==> config.mk <==
export PLATFORM = sky130hd
export DESIGN_NAME = result_pack_multiplier_floating_point32
export DESIGN_NICKNAME = d
export VERILOG_FILES = /design/src/rtl/result_pack_multiplier_floating_point32.sv
export SDC_FILE = /design/constraint.sdc
export NUM_CORES = 1
export LEC_CHECK = 0
export BUFFER_PORTS_ARGS = -buffer_cell sky130_fd_sc_hd__buf_4
export CAP_MARGIN = 5
export CORE_AREA = 2 2 64 111
export CTS_CLUSTER_SIZE = 16
export DETAILED_ROUTE_END_ITERATION = 10
export DIE_AREA = 0 0 66 113
export PLACE_DENSITY = 0.77
export SETUP_SLACK_MARGIN = 0.15
export SLEW_MARGIN = 20
export SYNTH_ARGS = -nofsm -noshare
export SYNTH_HDL_FRONTEND = slang
export SYNTH_SLANG_ARGS = --single-unit
export TNS_END_PERCENT = 20
==> constraint.sdc <==
create_clock -name clk -period 2.2 [get_ports clk]
set_clock_uncertainty 0.05 [all_clocks]
set_input_delay 0.11 -clock clk [delete_from_list [all_inputs] [get_ports clk]]
set_output_delay 0.11 -clock clk [all_outputs]
set_load 0.02 [all_outputs]
==> src/rtl/result_pack_multiplier_floating_point32.sv <==
// Two-stage FP32 multiplier back end: normalize the raw 24x24 product, then round, range-check and pack.
// Define ROUND_NEAREST_EN for round-to-nearest-even; the default build truncates.
module result_pack_multiplier_floating_point32 (
    input  logic        clk,
    input  logic        rstn,
    input  logic        in_valid,
    output logic        in_ready,
    input  logic        sign_in,
    input  logic [9:0]  exp_sum,
    input  logic [47:0] mant_prod,
    input  logic        zero_flag,
    input  logic        inf_flag,
    output logic        out_valid,
    input  logic        out_ready,
    output logic [31:0] out_data,
    output logic        ovf_flag,
    output logic        unf_flag
);

    logic               advance;

    logic               s1_valid_q,  s1_valid_d;
    logic               s1_sign_q,   s1_sign_d;
    logic signed [10:0] s1_exp_q,    s1_exp_d;
    logic [22:0]        s1_frac_q,   s1_frac_d;
    logic               s1_guard_q,  s1_guard_d;
    logic               s1_sticky_q, s1_sticky_d;
    logic               s1_zero_q,   s1_zero_d;
    logic               s1_inf_q,    s1_inf_d;

    logic               out_valid_q, out_valid_d;
    logic [31:0]        out_data_q,  out_data_d;
    logic               ovf_q,       ovf_d;
    logic               unf_q,       unf_d;

    logic               round_inc;
    logic [23:0]        frac_sum;
    logic signed [10:0] exp_fin;

    assign advance   = !out_valid_q || out_ready;
    assign in_ready  = advance;
    assign out_valid = out_valid_q;
    assign out_data  = out_data_q;
    assign ovf_flag  = ovf_q;
    assign unf_flag  = unf_q;

    // S1: normalize. The product of two [1,2) significands lies in [1,4), so at most one right shift.
    always_comb begin
        s1_valid_d  = s1_valid_q;
        s1_sign_d   = s1_sign_q;
        s1_exp_d    = s1_exp_q;
        s1_frac_d   = s1_frac_q;
        s1_guard_d  = s1_guard_q;
        s1_sticky_d = s1_sticky_q;
        s1_zero_d   = s1_zero_q;
        s1_inf_d    = s1_inf_q;
        if (advance) begin
            s1_valid_d = in_valid;
            if (in_valid) begin
                s1_sign_d = sign_in;
                s1_zero_d = zero_flag;
                s1_inf_d  = inf_flag;
                if (mant_prod[47]) begin
                    s1_exp_d    = $signed({exp_sum[9], exp_sum}) + 11'sd1;
                    s1_frac_d   = mant_prod[46:24];
                    s1_guard_d  = mant_prod[23];
                    s1_sticky_d = |mant_prod[22:0];
                end else begin
                    s1_exp_d    = $signed({exp_sum[9], exp_sum});
                    s1_frac_d   = mant_prod[45:23];
                    s1_guard_d  = mant_prod[22];
                    s1_sticky_d = |mant_prod[21:0];
                end
            end
        end
    end

`ifdef ROUND_NEAREST_EN
    assign round_inc = s1_guard_q && (s1_sticky_q || s1_frac_q[0]);
`else
    logic unused_round_bits;
    assign unused_round_bits = s1_guard_q ^ s1_sticky_q;
    assign round_inc = 1'b0;
`endif

    // A carry out of the fraction leaves the low 23 bits at zero, which is the required result.
    assign frac_sum = {1'b0, s1_frac_q} + {23'd0, round_inc};
    assign exp_fin  = frac_sum[23] ? (s1_exp_q + 11'sd1) : s1_exp_q;

    // S2: special cases, range checks and pack.
    always_comb begin
        out_valid_d = out_valid_q;
        out_data_d  = out_data_q;
        ovf_d       = ovf_q;
        unf_d       = unf_q;
        if (advance) begin
            out_valid_d = s1_valid_q;
            if (s1_valid_q) begin
                ovf_d = 1'b0;
                unf_d = 1'b0;
                if (s1_zero_q) begin
                    out_data_d = 32'h0000_0000;
                end else if (s1_inf_q) begin
                    out_data_d = {s1_sign_q, 8'hFF, 23'h0};
                end else if (exp_fin >= 11'sd255) begin
                    out_data_d = {s1_sign_q, 8'hFF, 23'h0};
                    ovf_d      = 1'b1;
                end else if (exp_fin <= 11'sd0) begin
                    out_data_d = {s1_sign_q, 31'h0};
                    unf_d      = 1'b1;
                end else begin
                    out_data_d = {s1_sign_q, exp_fin[7:0], frac_sum[22:0]};
                end
            end
        end
    end

    always_ff @(posedge clk or negedge rstn) begin
        if (!rstn) begin
            s1_valid_q  <= 1'b0;
            s1_sign_q   <= 1'b0;
            s1_exp_q    <= 11'sd0;
            s1_frac_q   <= 23'h0;
            s1_guard_q  <= 1'b0;
            s1_sticky_q <= 1'b0;
            s1_zero_q   <= 1'b0;
            s1_inf_q    <= 1'b0;
            out_valid_q <= 1'b0;
            out_data_q  <= 32'h0;
            ovf_q       <= 1'b0;
            unf_q       <= 1'b0;
        end else begin
            s1_valid_q  <= s1_valid_d;
            s1_sign_q   <= s1_sign_d;
            s1_exp_q    <= s1_exp_d;
            s1_frac_q   <= s1_frac_d;
            s1_guard_q  <= s1_guard_d;
            s1_sticky_q <= s1_sticky_d;
            s1_zero_q   <= s1_zero_d;
            s1_inf_q    <= s1_inf_d;
            out_valid_q <= out_valid_d;
            out_data_q  <= out_data_d;
            ovf_q       <= ovf_d;
            unf_q       <= unf_d;
        end
    end

endmodule

* Word level (Yosys, flattened, before mapping)
Index checks and enable logic that the tools add are counted.
** Operators by class
- Equality and inequality tests :: 0
- Reductions and logical operators :: 4
- Bitwise operators :: 0
- Multiplexer cells :: 13
- Divide/modulo/power cells :: 0
- Add/sub/neg operators :: 1
- Multiply operators :: 0
- $lt $le $gt $ge :: 2
- Shift operators :: 0
** Operators by type and width (number)
- 31-bit 2-to-1 mux :: 3
- 32-bit 2-to-1 mux :: 1
- 23-bit 2-to-1 mux :: 1
- 10-bit by 2-bit adder with 11-bit output (second input constant) :: 1
- 11-bit by 9-bit greater-or-equal comparator with 1-bit output (second input constant) :: 1
- 11-bit by 1-bit <= comparator with 1-bit output (second input constant) :: 1
- 11-bit 2-to-1 mux :: 1
- 1-bit 2-to-1 mux :: 7
- 2-bit AND reduction :: 2
- 1-bit zero test :: 1
- 1-bit logical OR :: 1
** Storage, ports and cells
- Register bits after elaboration :: 73
- Word-level logic and storage cells :: 30
- Bits in latches :: 0
- RAM bits :: 0
- Output and inout bits :: 36
- Memories kept :: 0
- ROM bits :: 0
- Input bits :: 65

* Logic depth before layout (Yosys ltp)
Gate-level depths: netlist of run 1.
- Depth in word-level cells :: 5
- Gate-level depth with buffers :: 6
- Gate-level depth less buffers :: 5

* Least setup slack after synthesis of run 1
No wires, ideal clock.
- Path type :: reg2reg
- Start point :: register out_valid_q, in the netlist out_valid
- End point :: register out_data_q[10], in the netlist out_data[10]
- Setup slack :: 0.471 ns
- Period minus slack after synthesis :: 1.729 ns
- Buffers on the path :: 1
- Required time :: 2.084 ns
- Stages on the path, launching flop included :: 6
- Data arrival time :: 1.613 ns
- Library setup time :: 0.066 ns
- Path through :: dfrtp_1 -> nand2b_1 -> nand2_1 -> a2111oi_4 -> buf_6 -> a22o_1
** Between the ends
- Longest elaborated chain between the ends :: 3
** Ends and longest elaborated chain
- from (decl) :: line 31 : logic out_valid_q, out_valid_d;
- from (signal assigned) :: line 141 : out_valid_q <= out_valid_d;
- 1-bit zero test :: line 40 : assign advance = !out_valid_q || out_ready;
- 1-bit logical OR :: line 40
- named net in_ready :: line 7 : output logic in_ready,
- 2-bit AND reduction (no source line)
- to (signal assigned) :: line 142 : out_data_q <= out_data_d;
- to (decl) :: line 32 : logic [31:0] out_data_q, out_data_d;
The timed path passes the listed nets, and every way through them passes these cells.
A chain may end at the register's enable or synchronous reset.

* Final worst setup path of run 1
- Start point :: register s1_exp_q[6]
- End point :: register out_data_q[18], in the netlist out_data[18]
** Between the ends
- Longest elaborated chain between the ends :: 5
- Elaborated cells on any way between the ends :: 6
- Those cells by class :: order compare: 2; mux: 4
** Ends and longest elaborated chain
- from (decl) :: line 24 : logic signed [10:0] s1_exp_q, s1_exp_d;
- from (signal assigned) :: line 135 : s1_exp_q <= s1_exp_d;
- 11-bit by 1-bit <= comparator with 1-bit output :: line 108 : end else if (exp_fin <= 11'sd0) begin
- 31-bit 2-to-1 mux :: line 108
- 31-bit 2-to-1 mux * :: line 105 : end else if (exp_fin >= 11'sd255) begin
- 31-bit 2-to-1 mux * :: line 103 : end else if (s1_inf_q) begin
- 32-bit 2-to-1 mux * :: line 101 : if (s1_zero_q) begin
Mark *: on every way between the ends. The rest lies on a longest branch, timed or not.

==> impl_results.rst, run 1 <==
.. list-table::
   :header-rows: 1

   * - Metric
     - Value
   * - Number of global-route vias before repair
     - 2,425
   * - Wire length of the first global-routing pass
     - 11,200 microns
   * - Leading cell types in the layout, fill and taps excluded
     - buf_4, dfrtp_1, nor2_1
   * - Relative area change from synthesis to final layout
     - 29.4%
   * - Number of placement rows
     - 39
   * - Count of input and output buffers
     - 77
   * - Initial Util
     - 49.2%
   * - Leak
     - 0.00195 uW
   * - Setup TNS Final
     - 0 ns
   * - Sequential power share
     - 44.0%
   * - Number of nets in the synthesized netlist
     - 357
   * - Horiz. Die Dim
     - 66 microns
   * - Power share of the combinational group
     - 22.2%
   * - Source-to-sink clock delay at the later pin of the worst-skew pair
     - 0.33 ns
   * - Number of cells produced by synthesis
     - 291
   * - Aggregate global-route resource usage
     - 19.6%
   * - Antenna violations before repair
     - 0
   * - Part of the Yosys area used for sequential elements
     - 56.8%
   * - Worst setup path class
     - reg2reg
   * - Io pins
     - 101
   * - Clock transition time at the flip-flop clock pins of the worst setup and hold paths
     - 0.05 ns
   * - Cell area power density
     - 942 mW/mm^2
   * - # Max-Cap Violations
     - 0
   * - Number of buffers on the longest clock path
     - 2
   * - Switch share
     - 29.0%
   * - Slew at the pin closest to its max-slew limit
     - 0.914 ns
   * - Kind of cell with the highest combined delay on the critical path
     - compound AO/OA/AOI/OAI gates
   * - Worst-path cell with the longest stage delay
     - nor4_1
   * - Number of distinct library cells after synthesis
     - 37
   * - Worst vdd rail ir drop
     - 0.592 mV
   * - Count of final setup violators
     - 0
   * - Number of failing hold endpoints at the final stage
     - 0
   * - Most frequent standard cell in the layout excluding fill and tap cells
     - buf_4
   * - RSZ-0062 raised after global routing
     - no
   * - Combined buffer and inverter count along the critical path
     - 1
   * - Total grt overflow
     - 0
   * - Class of the worst hold path
     - in2reg
   * - Placer congestion estimate
     - 0.739
   * - Synthesis warning total
     - 0
   * - Net switching power of the design
     - 1140 uW
   * - Fin nets
     - 434
   * - Achievable clock frequency
     - 556 MHz
   * - Final Max Slew Viols
     - 0
   * - Die area
     - 0.00746 sq mm
   * - Detailed Route Iter0 Violations
     - 117
   * - Mapped Avg Cell Area
     - 11.1 sq um
   * - Clock tree root driver cell
     - clkbuf_16
   * - CP arrival
     - 1.96 ns
   * - Sum of net half-perimeters after detailed placement
     - 4730 microns
   * - Tcrit/Tclk final
     - 81.7%
   * - Number of vias in the routed layout
     - 2,462
   * - H-tree levels
     - 3
   * - Number of nets with antenna violations after routing
     - 0
   * - Int Power
     - 2780 uW
   * - Register bit total from synthesis
     - 73
   * - Proportion of power drawn by the clock network
     - 33.8%
   * - Slowest stage delay, CP
     - 0.43 ns
   * - Type of element capturing the critical path
     - flip-flop
   * - Post-detailed-route DRC marker count
     - 0
   * - Number of buffers created by CTS
     - 9
   * - Worst slew slack as a fraction of its limit
     - 39.1%
   * - Total power after layout
     - 3920 uW
   * - Drt total wl
     - 6770 microns
   * - Fraction of final layout cells with drive strength greater than 1
     - 27.3%
   * - Synth Cell Area
     - 0.00322 sq mm
   * - Result of the run
     - finished, final reports clean
   * - CP Cell Sequence
     - nor4_1 -> a31o_1 -> a2111oi_4 -> buf_4 -> a22o_1
   * - Pin count of the biggest net entering global routing
     - 74
   * - Die Span Y
     - 113 microns
   * - CTS tree
     - done
   * - Number of detailed-routing iterations run before antenna repair
     - 5
   * - Mean number of vias per cell
     - 5.41
   * - Core Region
     - 0.00654 sq mm
   * - N_diodes
     - 0
   * - Highest fanout seen on the critical path
     - 23
   * - Kind of launch point of the worst setup path
     - flip-flop
   * - Min cycle time layout
     - 1.80 ns
   * - Clk sink count
     - 73
   * - Total of cells resized after clock tree synthesis
     - 0
   * - Routed length per instance
     - 14.9 microns
   * - Required time reported for the critical path endpoint
     - 2.36 ns
==> worst register-to-register path: stages (launching register included) <==
cell and delay (ns):
dfrtp_1 0.40, nor4_1 0.43, a31o_1 0.28, a2111oi_4 0.06, buf_4 0.24, a22o_1 0.22
==> flip-flops by register name (all words and copies together), names as in the netlist <==
register and cells:
s1_exp_q 11, s1_sign_q 1, out_data 32, s1_zero_q 1, s1_frac_q 23, ovf_flag 1
s1_inf_q 1, out_valid 1, unf_flag 1, s1_valid_q 1
==> what timing repair did <==
item,4_1_cts,5_1_grt
setup buffers,0,0
hold buffers,4,0
hold endpoints to repair,76,0
==> cell families after synthesis <==
group | count (synthesis) | share of synthesized area (%)
flops | 73 | 56.8
simple gates | 77 | 10.9
compound gates | 82 | 17.5
xor+xnor | 9 | 2.45
buf+inv | 22 | 3.42
mux | 27 | 8.52
fa+ha+maj | 1 | 0.389
==> power groups by stage <==
stage / registers, uW / logic [uW] / clock network, uW
after floorplan: 1850 / 392 / 0
after global placement: 1740 / 849 / 0
after detailed placement: 1750 / 876 / 0
after CTS: 1730 / 884 / 1360
after global routing: 1750 / 952 / 1420
final: 1720 / 870 / 1320
==> cells in the mapped netlist <==
cell / count / area, sq um
dfrtp_1: 73 / 1830
mux2i_1: 24 / 240
mux2_1: 3 / 33.8
and2_1: 1 / 6.26
inv_1: 2 / 7.51
a221oi_1: 2 / 17.5
a22o_1: 23 / 201
nand4_1: 5 / 31.3
a2111oi_4: 1 / 27.5
a31oi_1: 1 / 6.26
a211oi_1: 6 / 45.0
clkbuf_2: 1 / 5.00
nor4_1: 2 / 12.5
and3_1: 1 / 6.26
ha_1: 1 / 12.5
xor2_1: 4 / 35.0
buf_1: 4 / 15.0
o21bai_1: 1 / 7.51
o21ai_1: 10 / 50.1
a32o_1: 1 / 10.0
o21ai_2: 1 / 8.76
clkbuf_1: 4 / 15.0
buf_6: 2 / 22.5
nor2_1: 35 / 131
o311ai_1: 1 / 8.76
nor3_1: 3 / 15.0
or2_2: 2 / 12.5
nor2b_1: 6 / 37.5
a31o_1: 1 / 8.76
nand3_1: 2 / 10.0
o31ai_1: 1 / 7.51
xnor2_1: 5 / 43.8
a21oi_1: 33 / 165
nand2_1: 17 / 63.8
buf_2: 9 / 45.0
nor2_4: 1 / 11.3
nand2b_1: 2 / 12.5
==> final timing paths <==
path	startpoint	end	slack [ns]	cells after the start
worst max-delay path	s1_exp_q[6]$_DFFE_PN0P_	out_data[18]$_DFFE_PN0P_	0.40	5
worst min-delay path	exp_sum[9]	s1_exp_q[10]$_DFFE_PN0P_	0.008	3
worst max register to register	s1_exp_q[6]$_DFFE_PN0P_	out_data[18]$_DFFE_PN0P_	0.40	5
worst min register to register	ovf_flag$_DFFE_PN0P_	ovf_flag$_DFFE_PN0P_	0.43	2
max in group asynchronous	rstn	out_data[19]$_DFFE_PN0P_	1.10	2
min in group asynchronous	rstn	out_valid$_DFFE_PN0N_	0.39	2
==> through the flow <==
stage / util [%] / area (sq um) / hold slack, ns / std cells / setup WS (ns)
after floorplan: - / 3220 / -0.236 / 291 / 0.471
after global placement: 58.8 / 3850 / 0.243 / 435 / 0.482
after detailed placement: 58.8 / 3850 / 0.253 / 435 / 0.431
after CTS: 63.6 / 4160 / 0.00890 / 455 / 0.408
after global routing: 63.6 / 4160 / 0.0289 / 455 / 0.331
final: 63.6 / 4160 / 0.00788 / 455 / 0.402
==> routing by layer <==
metal  global-route usage, %  part of all wire [%]  vias to the layer above
met5                       0                     0                        -
met4                    8.98                   1.9                        0
met3                    4.27                   4.7                       11
met2                    34.9                    56                       64
met1                    21.8                    37                     1192
li1                        -                     -                     1195
==> layout make-up <==
| cell class | instances | area [sq um] |
|---|---|---|
| clock buffer | 13 | 260 |
| clock inverter | 3 | 15.0 |
| fill | 572 | 2380 |
| inverter | 2 | 7.51 |
| multi-input combinational | 196 | 1280 |
| sequential | 73 | 1830 |
| tap | 82 | 103 |
| timing repair buffer | 86 | 668 |
Note: power is estimated with default switching activity, not from simulation.
==> run 2, diff against run 1 <==
==> constraint.sdc (replaced) <==
create_clock -name clk -period 1.82 [get_ports clk]
set_clock_uncertainty 0.05 [all_clocks]
set_input_delay 0.091 -clock clk [delete_from_list [all_inputs] [get_ports clk]]
set_output_delay 0.091 -clock clk [all_outputs]
set_load 0.02 [all_outputs]
==> run 2 against run 1 <==
Against the previous run: die area stayed put; highest routed layer unchanged; clock-buffer cell count is 1 higher; critical path type unchanged; sequential share of layout area is 1.7 points lower; routed wire length is 3.7% higher; total power is 22% higher.
==> impl_results.rst, run 2 (synthesized netlist as in run 1, its figures left out) <==
.. list-table::
   :header-rows: 1

   * - Metric
     - Value
   * - Io pins
     - 101 (unchanged)
   * - Routed length per instance
     - 14.8 microns (was 14.9 microns)
   * - Number of placement rows
     - 39 (unchanged)
   * - Total grt overflow
     - 0 (unchanged)
   * - RSZ-0062 raised after global routing
     - yes (was no)
   * - Source-to-sink clock delay at the later pin of the worst-skew pair
     - 0.32 ns (was 0.33 ns)
   * - Clk sink count
     - 73 (unchanged)
   * - Number of global-route vias before repair
     - 2,357 (was 2,425)
   * - Drt total wl
     - 7020 microns (was 6770 microns)
   * - Result of the run
     - finished, final reports clean (unchanged)
   * - Initial Util
     - 49.2% (unchanged)
   * - Number of buffers on the longest clock path
     - 2 (unchanged)
   * - Number of nets with antenna violations after routing
     - 0 (unchanged)
   * - # Max-Cap Violations
     - 0 (unchanged)
   * - Horiz. Die Dim
     - 66 microns (unchanged)
   * - Core Region
     - 0.00654 sq mm (unchanged)
   * - Number of failing hold endpoints at the final stage
     - 0 (unchanged)
   * - Count of final setup violators
     - 0 (unchanged)
   * - Total placed instance area
     - 0.00398 sq mm (was 0.00385 sq mm)
   * - Pin count of the biggest net entering global routing
     - 57 (was 74)
   * - Filler cell count in the final layout
     - 533 (was 572)
   * - Cells after DPL
     - 451 (was 435)
   * - Highest fanout seen on the critical path
     - 12 (was 23)
   * - Slew at the pin closest to its max-slew limit
     - 0.607 ns (was 0.914 ns)
   * - Most frequent standard cell in the layout excluding fill and tap cells
     - buf_4 (unchanged)
   * - Required time reported for the critical path endpoint
     - 1.97 ns (was 2.36 ns)
   * - Number of detailed-routing iterations run before antenna repair
     - 6 (was 5)
   * - H-tree levels
     - 3 (unchanged)
   * - Worst vdd rail ir drop
     - 0.689 mV (was 0.592 mV)
   * - Flip-flop count of the largest register, all copies and words added
     - 32 (unchanged)
   * - Final Util
     - 66.2% (was 63.6%)
   * - Post-detailed-route DRC marker count
     - 0 (unchanged)
   * - CTS tree
     - done (unchanged)
   * - Number of buffers created by CTS
     - 9 (unchanged)
   * - CP arrival
     - 1.82 ns (was 1.96 ns)
   * - Hold_ws
     - 0.0208 ns (was 0.00788 ns)
   * - Relative area change from synthesis to final layout
     - 34.5% (was 29.4%)
   * - Non-filler instance count after layout
     - 473 (was 455)
   * - Aggregate global-route resource usage
     - 20.2% (was 19.6%)
   * - Class of the worst hold path
     - in2reg (unchanged)
   * - Clock transition time at the flip-flop clock pins of the worst setup and hold paths
     - 0.05 ns (about the same)
   * - Power share of the combinational group
     - 24.1% (was 22.2%)
   * - Fin nets
     - 454 (was 434)
   * - Leak
     - 0.00204 uW (was 0.00195 uW)
   * - Int Power
     - 3430 uW (was 2780 uW)
   * - Placer congestion estimate
     - 0.802 (was 0.739)
   * - Min cycle time layout
     - 1.66 ns (was 1.80 ns)
   * - Die area
     - 0.00746 sq mm (unchanged)
   * - Sequential power share
     - 43.5% (was 44.0%)
   * - Finished layout cell area
     - 0.00433 sq mm (was 0.00416 sq mm)
   * - Final Max Slew Viols
     - 0 (unchanged)
   * - Switch share
     - 28.5% (was 29.0%)
   * - Detailed Route Iter0 Violations
     - 104 (was 117)
   * - Wire length of the first global-routing pass
     - 11,300 microns (was 11,200 microns)
   * - Net switching power of the design
     - 1370 uW (was 1140 uW)
   * - N_diodes
     - 0 (unchanged)
   * - Clock tree root driver cell
     - clkbuf_16 (unchanged)
   * - Worst slew slack as a fraction of its limit
     - 59.5% (was 39.1%)
   * - Sum of net half-perimeters after detailed placement
     - 5040 microns (was 4730 microns)
   * - Number of vias in the routed layout
     - 2,519 (was 2,462)
   * - Achievable clock frequency
     - 601 MHz (was 556 MHz)
   * - Tcrit/Tclk final
     - 91.4% (was 81.7%)
   * - Die Span Y
     - 113 microns (unchanged)
   * - Kind of launch point of the worst setup path
     - flip-flop (unchanged)
   * - Cell area power density
     - 1110 mW/mm^2 (was 942 mW/mm^2)
   * - Mean number of vias per cell
     - 5.33 (was 5.41)
   * - Count of input and output buffers
     - 77 (unchanged)
   * - Proportion of power drawn by the clock network
     - 32.4% (was 33.8%)
   * - Type of element capturing the critical path
     - flip-flop (unchanged)
   * - Antenna violations before repair
     - 0 (unchanged)
   * - Leading cell types in the layout, fill and taps excluded
     - buf_4, dfrtp_1, nor2_1 (unchanged)
   * - Worst setup path class
     - reg2reg (unchanged)
   * - Fraction of final layout cells with drive strength greater than 1
     - 31.2% (was 27.3%)
## run 2: cell count changes in the layout (fill, tap and decap cells not counted), sizes merged
cell and delta:
buf +20, clkbuf +1, clkinv -3
## run 2: path summary, 6_finish.rpt
kind	slack (ns)	end	from	cells past startpoint
max	0.16	out_data[20]$_DFFE_PN0P_	s1_exp_q[6]$_DFFE_PN0P_	6
max reg2reg	0.16	out_data[20]$_DFFE_PN0P_	s1_exp_q[6]$_DFFE_PN0P_	6
max in group asynchronous	0.81	s1_exp_q[10]$_DFFE_PN0P_	rstn	3
min	0.02	s1_exp_q[8]$_DFFE_PN0P_	exp_sum[8]	3
min in group asynchronous	0.28	out_valid$_DFFE_PN0N_	rstn	2
min reg2reg	0.42	out_valid$_DFFE_PN0N_	s1_valid_q$_DFFE_PN0N_	2
## run 2: worst max-delay path, cell delays in order, from the launching register on
cell,delay [ns]
dfrtp_1,0.40
nor4_2,0.33
a31o_1,0.26
a2111oi_4,0.05
buf_4,0.16
buf_12,0.13
a22o_1,0.17
## run 2: final cells by class
type | instances | area (sq um) | share of cell area [%]
well taps | 82 | 103 | 2.37
clock buffers | 14 | 264 | 6.10
multi-input cells | 196 | 1300 | 30.0
inverters | 2 | 7.51 | 0.173
flip-flops and latches | 73 | 1830 | 42.2
repair buffers | 106 | 831 | 19.2
## run 2: timing repair
item,in CTS,in global routing
pin swaps,1,1
setup buffers,2,2
hold endpoints to repair,46,0
setup endpoints to repair,23,16
hold buffers,4,0
gates cloned,0,0
gates resized for setup,2,0
## run 2: power groups by stage
stage | Sequential [uW] | Combinational, uW | Clock, uW
6_report | 2090 | 1150 | 1550
5_1_grt | 2120 | 1260 | 1660
4_1_cts | 2090 | 1160 | 1590
3_5_place_dp | 2110 | 1140 | 0
3_3_place_gp | 2090 | 1110 | 0
2_1_floorplan | 2240 | 474 | 0
## run 2: per-stage QoR
step / setup TNS (ns) / worst slack, ns / power [uW]
finish: 0 / 0.156 / 4790
global route: 0 / 0.0905 / 5040
CTS: 0 / 0.152 / 4830
detailed placement: -1.65 / -0.128 / 3250
global placement: -1.09 / -0.0920 / 3210
floorplan: 0 / 0.206 / 2710
## run 2: layer usage
layer | vias up | share of wire (%) | global-route usage (%)
met1 | 1223 | 39 | 23.6
met2 | 55 | 55 | 34.8
li1 | 1228 | - | -
met4 | 0 | 2.4 | 8.57
met5 | - | 0 | 0
met3 | 13 | 3.4 | 4.67
==> run 3, diff against run 2 <==
--- a/config.mk
+++ b/config.mk
@@ -12,6 +12,7 @@
 export DETAILED_ROUTE_END_ITERATION = 10
 export DIE_AREA = 0 0 66 113
 export PLACE_DENSITY = 0.77
+export REMOVE_ABC_BUFFERS = 1
 export SETUP_SLACK_MARGIN = 0.15
 export SLEW_MARGIN = 20
 export SYNTH_ARGS = -nofsm -noshare
==> run 3 against run 2 <==
Against the previous run: clock power grew 29%; maximum frequency shrank 3.2%; sequential share of layout area shrank 0.94 points; highest routed layer unchanged; routed wire length grew 4.2%; critical path depth is the same; global-route usage grew 1.3 points; clock-buffer cell count shrank 5; final cell count grew 0.42%.
==> impl_results.rst, run 3 (synthesized netlist as in run 1, its figures left out) <==
.. list-table::
   :header-rows: 1

   * - Metric
     - Value
   * - Antenna violations before repair
     - 0 (unchanged)
   * - Total placed instance area
     - 0.00398 sq mm (about the same)
   * - Flip-flop count of the largest register, all copies and words added
     - 32 (unchanged)
   * - Number of detailed-routing iterations run before antenna repair
     - 6 (unchanged)
   * - Power share of the combinational group
     - 22.3% (was 24.1%)
   * - Leak
     - 0.00208 uW (was 0.00204 uW)
   * - Io pins
     - 101 (unchanged)
   * - Type of element capturing the critical path
     - flip-flop (unchanged)
   * - Placer congestion estimate
     - 0.807 (was 0.802)
   * - Fraction of final layout cells with drive strength greater than 1
     - 32.1% (was 31.2%)
   * - Sequential power share
     - 39.7% (was 43.5%)
   * - Cells after DPL
     - 449 (was 451)
   * - Leading cell types in the layout, fill and taps excluded
     - buf_4, dfrtp_1, nor2_1 (unchanged)
   * - Slowest stage delay, CP
     - 0.43 ns (was 0.40 ns)
   * - Worst slew slack as a fraction of its limit
     - 68.9% (was 59.5%)
   * - Wire length of the first global-routing pass
     - 12,300 microns (was 11,300 microns)
   * - Number of vias in the routed layout
     - 2,592 (was 2,519)
   * - Proportion of power drawn by the clock network
     - 38.0% (was 32.4%)
   * - Number of buffers on the longest clock path
     - 2 (unchanged)
   * - Slew at the pin closest to its max-slew limit
     - 0.467 ns (was 0.607 ns)
   * - Clock tree root driver cell
     - clkbuf_16 (unchanged)
   * - Highest fanout seen on the critical path
     - 13 (was 12)
   * - Kind of cell with the highest combined delay on the critical path
     - compound AO/OA/AOI/OAI gates (unchanged)
   * - Hold_ws
     - 0.0198 ns (was 0.0208 ns)
   * - Final Max Slew Viols
     - 0 (unchanged)
   * - Initial Util
     - 49.2% (unchanged)
   * - Count of input and output buffers
     - 77 (unchanged)
   * - CTS tree
     - done (unchanged)
   * - Footprint of the multi-input gates
     - 0.00130 sq mm (about the same)
   * - Combined flip-flop and latch cell area
     - 0.00183 sq mm (unchanged)
   * - Non-filler instance count after layout
     - 475 (was 473)
   * - Horiz. Die Dim
     - 66 microns (unchanged)
   * - Finished layout cell area
     - 0.00443 sq mm (was 0.00433 sq mm)
   * - Worst setup path class
     - reg2reg (unchanged)
   * - CP arrival
     - 1.88 ns (was 1.82 ns)
   * - Cell area power density
     - 1190 mW/mm^2 (was 1110 mW/mm^2)
   * - RSZ-0062 raised after global routing
     - yes (unchanged)
   * - Total grt overflow
     - 0 (unchanged)
   * - Source-to-sink clock delay at the later pin of the worst-skew pair
     - 0.33 ns (was 0.32 ns)
   * - Relative area change from synthesis to final layout
     - 37.6% (was 34.5%)
   * - Mean number of vias per cell
     - 5.46 (was 5.33)
   * - Net switching power of the design
     - 1480 uW (was 1370 uW)
   * - Filler cell count in the final layout
     - 532 (was 533)
   * - CP Cell Sequence
     - nor4_4 -> a31o_1 -> a2111oi_4 -> buf_4 -> buf_12 -> a22o_1 (was nor4_2 -> a31o_1 -> a2111oi_4 -> buf_4 -> buf_12 -> a22o_1)
   * - Result of the run
     - finished, final reports clean (unchanged)
   * - Number of global-route vias before repair
     - 2,663 (was 2,357)
   * - Final Util
     - 67.7% (was 66.2%)
   * - Most frequent standard cell in the layout excluding fill and tap cells
     - buf_4 (unchanged)
   * - Count of final setup violators
     - 0 (unchanged)
   * - Pin count of the biggest net entering global routing
     - 40 (was 57)
   * - Combined buffer and inverter count along the critical path
     - 2 (unchanged)
   * - Fin nets
     - 454 (unchanged)
   * - H-tree levels
     - 3 (unchanged)
   * - Worst-path cell with the longest stage delay
     - dfrtp_1 (unchanged)
   * - Detailed Route Iter0 Violations
     - 195 (was 104)
   * - Class of the worst hold path
     - in2reg (unchanged)
   * - Switch share
     - 28.0% (was 28.5%)
   * - Number of failing hold endpoints at the final stage
     - 0 (unchanged)
   * - Achievable clock frequency
     - 582 MHz (was 601 MHz)
   * - Routed length per instance
     - 15.4 microns (was 14.8 microns)
   * - Worst vdd rail ir drop
     - 0.614 mV (was 0.689 mV)
   * - Post-detailed-route DRC marker count
     - 0 (unchanged)
   * - Number of placement rows
     - 39 (unchanged)
   * - Core Region
     - 0.00654 sq mm (unchanged)
   * - # Max-Cap Violations
     - 0 (unchanged)
   * - Die area
     - 0.00746 sq mm (unchanged)
   * - Tcrit/Tclk final
     - 94.5% (was 91.4%)
   * - Required time reported for the critical path endpoint
     - 1.98 ns (was 1.97 ns)
   * - Number of nets with antenna violations after routing
     - 0 (unchanged)
   * - Total power after layout
     - 5260 uW (was 4790 uW)
   * - Aggregate global-route resource usage
     - 21.5% (was 20.2%)
   * - Die Span Y
     - 113 microns (unchanged)
   * - Kind of launch point of the worst setup path
     - flip-flop (unchanged)
   * - Int Power
     - 3790 uW (was 3430 uW)
   * - Drt total wl
     - 7320 microns (was 7020 microns)
   * - Clk sink count
     - 73 (unchanged)
   * - Sum of net half-perimeters after detailed placement
     - 4980 microns (was 5040 microns)
   * - N_diodes
     - 0 (unchanged)
   * - Min cycle time layout
     - 1.72 ns (was 1.66 ns)
   * - Clock transition time at the flip-flop clock pins of the worst setup and hold paths
     - 0.06 ns (was 0.05 ns)
   * - Number of buffers created by CTS
     - 9 (unchanged)
## run 3: cell types whose count changed in the layout (fill, tap and decap cells not counted), sizes merged
cell      before  now
bufinv         0    3
clkbuf        14    9
clkinv         0    2
clkinvlp       0    2
## run 3: tightest hold or removal path: cells and delay by family
family	cells	cell delay, ns
XOR/XNOR	1	0.11
AO/OA/AOI/OAI	1	0.06
buffers and inverters	1	0.09
## run 3: timing repair
action / CTS / global route
resized for setup: 2 / 1
endpoints found under the setup margin: 23 / 34
pin swaps: 4 / 1
hold endpoints to repair: 38 / 0
buffers inserted: 5 / 1
hold buffers: 4 / 0
## run 3: worst paths after layout
path	start	endpoint	depth (start not counted)	slack [ns]
setup / recovery	s1_exp_q[3]$_DFFE_PN0P_	out_data[14]$_DFFE_PN0P_	6	0.10
hold / removal	exp_sum[7]	s1_exp_q[7]$_DFFE_PN0P_	3	0.02
setup reg to reg	s1_exp_q[3]$_DFFE_PN0P_	out_data[14]$_DFFE_PN0P_	6	0.10
hold reg to reg	s1_valid_q$_DFFE_PN0N_	out_valid$_DFFE_PN0N_	2	0.43
max in group asynchronous	rstn	out_data[29]$_DFFE_PN0P_	3	0.94
min in group asynchronous	rstn	s1_frac_q[9]$_DFFE_PN0P_	2	0.21
## run 3: final cells by class
class                           count  share of cell area (%)
Clock buffer                        9                    5.09
Clock inverter                      7                    2.69
Inverter                            2                   0.170
Multi-Input combinational cell    196                    29.4
Sequential cell                    73                    41.3
Tap cell                           82                    2.32
Timing Repair Buffer              106                    19.1
## run 3: per-layer routing
metal  track usage (%)  vias up  part of all wire, %
li1                  -     1249                    -
met4              12.5        0                  4.4
met3              3.18       30                  3.9
met5                 0        -                    0
met2              36.0       83                   54
met1              25.6     1230                   37
## run 3: metrics by stage
stage | setup WS (ns) | TNS [ns]
after floorplan | -0.801 | -44.03
after global placement | -0.0831 | -1.05
after detailed placement | -0.103 | -1.23
after CTS | 0.154 | 0
after global routing | 0.0359 | 0
final | 0.101 | 0
## run 3: power groups by stage
stage / clock [uW] / combinational (uW) / sequential [uW]
after floorplan: 0 / 428 / 2240
after global placement: 0 / 1110 / 2090
after detailed placement: 0 / 1140 / 2100
after CTS: 2020 / 1170 / 2080
after global routing: 2090 / 1290 / 2120
final: 2000 / 1180 / 2090
